===== src/rtl/clk_sel_ctrl.sv =====
// Glitch-free clock source select controller: heartbeat liveness, gate-off/settle switch sequencing, sticky fault.
// Optional autonomous failover to the live source when CLK_SEL_AUTO_FAILOVER_EN is defined.
module clk_sel_ctrl #(
  parameter int GATE_CYC   = 4,
  parameter int SETTLE_CYC = 8,
  parameter int TIMEOUT    = 64
) (
  input  logic       clk,
  input  logic       rst_n,
  input  logic       req_sel,
  input  logic       hb_diff,
  input  logic       hb_se,
  input  logic       fault_clr,
  output logic       sel,
  output logic       gate_en,
  output logic       busy,
  output logic       diff_alive,
  output logic       se_alive,
  output logic       fault,
  output logic [1:0] state_dbg
);

  typedef enum logic [1:0] {
    STARTUP  = 2'd0,
    RUN      = 2'd1,
    GATE_OFF = 2'd2,
    SETTLE   = 2'd3
  } state_t;

  localparam int              SW          = $clog2(TIMEOUT + 1);
  localparam logic [SW-1:0]   TO          = SW'(TIMEOUT);
  localparam logic [7:0]      GATE_LAST   = 8'(GATE_CYC - 1);
  localparam logic [7:0]      SETTLE_LAST = 8'(SETTLE_CYC - 1);

  logic          hb_diff_q, hb_se_q;
  logic [SW-1:0] diff_cnt, se_cnt;

  // Silence counters start saturated so neither source is trusted until it toggles.
  always_ff @(posedge clk or negedge rst_n) begin
    if (!rst_n) begin
      hb_diff_q <= 1'b0;
      hb_se_q   <= 1'b0;
      diff_cnt  <= TO;
      se_cnt    <= TO;
    end else begin
      hb_diff_q <= hb_diff;
      hb_se_q   <= hb_se;
      if (hb_diff != hb_diff_q)  diff_cnt <= '0;
      else if (diff_cnt != TO)   diff_cnt <= diff_cnt + SW'(1);
      if (hb_se != hb_se_q)      se_cnt   <= '0;
      else if (se_cnt != TO)     se_cnt   <= se_cnt + SW'(1);
    end
  end

  assign diff_alive = (diff_cnt < TO);
  assign se_alive   = (se_cnt < TO);

  state_t     state_q, state_d;
  logic [7:0] cnt_q, cnt_d;
  logic       sel_d, gate_d, fault_set;
  logic       cur_alive, tgt_alive;

  assign cur_alive = sel ? diff_alive : se_alive;
  assign tgt_alive = sel ? se_alive   : diff_alive;

`ifdef CLK_SEL_AUTO_FAILOVER_EN
  // Set by a failover; blocks request-driven switching until req_sel agrees with sel.
  logic lock_q, lock_d;
`endif

  always_comb begin
    state_d   = state_q;
    cnt_d     = cnt_q;
    sel_d     = sel;
    gate_d    = gate_en;
    fault_set = 1'b0;
`ifdef CLK_SEL_AUTO_FAILOVER_EN
    lock_d    = lock_q;
`endif
    case (state_q)
      STARTUP: begin
        if (cnt_q == SETTLE_LAST) begin
          state_d = RUN;
          cnt_d   = '0;
          gate_d  = 1'b1;
        end else begin
          cnt_d = cnt_q + 8'd1;
        end
      end
      RUN: begin
        if (!cur_alive)                  fault_set = 1'b1;
        if (req_sel != sel && !tgt_alive) fault_set = 1'b1;
`ifdef CLK_SEL_AUTO_FAILOVER_EN
        if (!cur_alive && tgt_alive) begin
          state_d = GATE_OFF;
          cnt_d   = '0;
          gate_d  = 1'b0;
          lock_d  = 1'b1;
        end else if (req_sel == sel) begin
          lock_d = 1'b0;
        end else if (!lock_q && tgt_alive) begin
          state_d = GATE_OFF;
          cnt_d   = '0;
          gate_d  = 1'b0;
        end
`else
        if (req_sel != sel && tgt_alive) begin
          state_d = GATE_OFF;
          cnt_d   = '0;
          gate_d  = 1'b0;
        end
`endif
      end
      GATE_OFF: begin
        // The mux only moves here, with the gate already closed.
        if (cnt_q == GATE_LAST) begin
          state_d = SETTLE;
          cnt_d   = '0;
          sel_d   = ~sel;
        end else begin
          cnt_d = cnt_q + 8'd1;
        end
      end
      SETTLE: begin
        if (cnt_q == SETTLE_LAST) begin
          state_d = RUN;
          cnt_d   = '0;
          gate_d  = 1'b1;
        end else begin
          cnt_d = cnt_q + 8'd1;
        end
      end
      default: begin
        state_d = STARTUP;
        cnt_d   = '0;
        gate_d  = 1'b0;
      end
    endcase
  end

  always_ff @(posedge clk or negedge rst_n) begin
    if (!rst_n) begin
      state_q <= STARTUP;
      cnt_q   <= '0;
      sel     <= 1'b0;
      gate_en <= 1'b0;
      fault   <= 1'b0;
    end else begin
      state_q <= state_d;
      cnt_q   <= cnt_d;
      sel     <= sel_d;
      gate_en <= gate_d;
      if (fault_set)      fault <= 1'b1;
      else if (fault_clr) fault <= 1'b0;
    end
  end

`ifdef CLK_SEL_AUTO_FAILOVER_EN
  always_ff @(posedge clk or negedge rst_n) begin
    if (!rst_n) lock_q <= 1'b0;
    else        lock_q <= lock_d;
  end
`endif

  assign busy      = (state_q != RUN);
  assign state_dbg = state_q;

endmodule

===== config.mk =====
export PLATFORM = sky130hd
export DESIGN_NAME = clk_sel_ctrl
export DESIGN_NICKNAME = d
export VERILOG_FILES = /design/src/rtl/clk_sel_ctrl.sv
export SDC_FILE = /design/constraint.sdc
export NUM_CORES = 1
export LEC_CHECK = 0
export BUFFER_PORTS_ARGS = -buffer_cell sky130_fd_sc_hd__buf_2
export CAP_MARGIN = 10
export CORE_UTILIZATION = 40
export CTS_CLUSTER_DIAMETER = 30
export CTS_CLUSTER_SIZE = 12
export DETAILED_ROUTE_END_ITERATION = 6
export HOLD_SLACK_MARGIN = 0.1
export PLACE_DENSITY = 0.67
export SLEW_MARGIN = 20
export SYNTH_ARGS = -nofsm -noshare
export SYNTH_HDL_FRONTEND = slang
export SYNTH_SLANG_ARGS = --single-unit

===== constraint.sdc =====
create_clock -name clk -period 3.1 [get_ports clk]
set_clock_uncertainty 0.1 [all_clocks]
set_input_delay 0.465 -clock clk [delete_from_list [all_inputs] [get_ports clk]]
set_output_delay 0.465 -clock clk [all_outputs]
set_load 0.01 [all_outputs]

==> impl_metrics.py <==
metrics = {
    "timing": {
        "drv_slew": 0,
        "setup_viol": 0,
        "max_slew.worst_pin.slew_ns": 0.624,
        "timing.fmax_ghz": 0.508,
        "layout_setup_ws_ns": 1.13,
        "timing.final.crit_share_pct": 63.5,
        "max_slew_margin_pct": 58.4,
        "hold_viol": 0,
        "timing.hold.ws_ns": 0.0881,
        "rsz0062_at_grt": "no",
        "period_needed_ns": 1.97,
        "tns_ns": 0,
    },
    "floorplan": {
        "initial_core_util_pct": 41.9,
        "core_um2": 3690,
        "die_w_um": 64.1,
        "num_rows": 22,
        "die_y_um": 64.1,
        "ioPinCount": 14,
        "die-area_um2": 4110,
    },
    "synth": {
        "synthTopCellsByArea": "dfrtp_1 (44%), ha_1 (5.7%), xnor2_1 (5.7%)",
        "synth_common_cells": "dfrtp_1 (27), nor2_1 (21), nand3_1 (14)",
        "synth_edf_count": 0,
        "synth_nets": 167,
        "yosys_warnings": 0,
        "ys_seq_elements": 29,
        "synthArstFlopShare_pct": 100,
        "yosys.area.top_type_share_pct": 43.8,
        "synth-main-ff-cell": "dfrtp_1",
        "synth.cell_area_um2": 1540,
        "yosysTopAreaCell": "dfrtp_1",
        "avgSynthCellArea_um2": 10.0,
        "synthCells": 154,
        "synth-seq-area-share_pct": 47.2,
        "synth.distinct_cells": 38,
        "synth_most_common_cell": "dfrtp_1",
    },
    "setup_path": {
        "r2r-end": "cnt_q[3]",
        "ff2ff_setup_slack_ns": 1.13,
        "cp.required_ns": 3.23,
        "endpoint_kind": "register",
        "rr_startpoint": "state_dbg[0]",
        "worstPathArrival_ns": 2.09,
        "cp_max_fo": 7,
        "startpoint_type": "register",
        "worstRegToRegCells": 6,
        "crit_type": "register to register",
    },
    "route": {
        "drt_first_pass_iters": 4,
        "drt_iter0_markers": 58,
        "vias": 1163,
        "drc": 0,
        "ant_nets": 0,
        "vias_per_cell": 5.26,
        "wire_per_inst_um": 13.3,
        "drt_wl_total_um": 2940,
    },
    "clocking": {
        "path_clk_slew_ns": 0.06,
        "htree_num_levels": 2,
        "clock_sinks": 29,
        "clock_latency_ns": 0.29,
        "cts_resized": 0,
        "cts_tree": "built",
        "postCtsSetupBuffers": 0,
        "cts_buffer_depth": 2,
        "cts_root_buf": "clkbuf_8",
        "hold_buffers": 0,
        "cts_buffers": 5,
    },
    "power": {
        "ir_worst_vdd_mv": 0.305,
        "leakage_uw": 0.000812,
        "p_per_area_nw_per_um2": 784,
    },
    "worst_hold_path": {
        "hp-class": "primary input to asynchronous set/reset pin",
    },
    "layout": {
        "n_fill_cell": 365,
        "drive_gt1_share_pct": 19.7,
        "final_cells": 221,
        "postLayoutCoreUtil_pct": 47.6,
        "multi_input_area_um2": 758,
        "diodes": 0,
        "syn_to_final_growth_pct": 13.6,
        "fin_nets": 185,
        "register_area_um2": 728,
    },
    "grt": {
        "grt_pass1_wl_um": 5150,
        "grt_use_total_pct": 17.1,
        "grt_max_degree": 30,
        "antenna_found_initial": 0,
        "overflow": 0,
        "grt_pass1_vias": 1141,
    },
    "placement": {
        "portBuffers": 13,
        "gp_congestion": 0.804,
        "dp.cells": 213,
        "dp_hpwl_um": 2170,
        "dpl_worst_slack_ns": 1.14,
    },
    "flow_run": {
        "max_cap_viol_count": 0,
    },
    "run_status": {
        "outcome": "finished clean",
    },
}
## state kept, by name, indices dropped and copies added, names as in the netlist
| name | cells |
|---|---|
| cnt_q | 8 |
| diff_cnt | 7 |
| fault | 1 |
| gate_en | 1 |
| hb_diff_q | 1 |
| hb_se_q | 1 |
| se_cnt | 7 |
| sel | 1 |
| state_dbg | 2 |
## kinds of logic after synthesis
family                   count (synthesis)  synth area share [%]
AND/OR/NAND/NOR                         67                  22.7
flip-flops                              29                  47.2
AO/OA/AOI/OAI                           18                  8.91
XOR/XNOR                                16                  9.08
buffers and inverters                   13                  3.73
adder cells (fa/ha/maj)                  7                  5.67
multiplexers                             4                  2.76
## worst max-delay path, cell delays in order (launching register included)
cell,delay (ns)
dfrtp_1,0.39
inv_1,0.06
ha_1,0.36
mux2_2,0.20
nor3_4,0.06
or4_2,0.64
nand3_1,0.09
## area by class of cell
class,instances,share of cell area [%]
Multi-Input combinational cell,112,43.2
Sequential cell,29,41.5
Clock buffer,7,5.49
Timing Repair Buffer,13,3.71
Tap cell,48,3.42
Inverter,11,2.35
Clock inverter,1,0.285
## power breakdown
group,switching (µW),internal [µW]
clock network,141,200
logic,298,228
registers,69.9,440
total,508,868
## through the flow
step           total power, µW  cell area, µm²
6_report                  1380            1750
5_1_grt                   1470            1750
4_1_cts                   1390            1750
3_5_place_dp              1040            1650
3_3_place_gp              1020            1650
2_1_floorplan              926            1540
## per-layer routing
metal	vias to the layer above	GRT usage, %	routed length (µm)	part of all wire (%)
li1	569	-	-	-
met1	576	19.8	1300	44
met2	11	28.1	1480	50
met3	7	4.82	79	2.7
met4	0	10.0	76	2.6
met5	-	0	0	0
## layout by cell type (no fill, tap or decap), types with 3 or more instances in the layout
cell,count
o21ai_0,3
buf_2,13
o31ai_1,3
nand2_1,11
and3_1,4
nand3_1,14
clkbuf_8,7
inv_1,11
nor3b_1,3
xnor2_1,10
ha_1,7
dfrtp_1,27
xor2_1,6
nor2_1,21
## worst max-delay path by stage
stage	cells past startpoint	endpoint	from
6_report	6	cnt_q[3]	state_dbg[0]
5_1_grt	6	cnt_q[3]	state_dbg[0]
3_5_place_dp	5	state_dbg[1]	req_sel
2_1_floorplan	6	cnt_q[3]	state_dbg[0]
4_1_cts	6	cnt_q[3]	state_dbg[0]
3_3_place_gp	5	state_dbg[1]	req_sel
No activity file was read; power rests on OpenSTA's default activity.
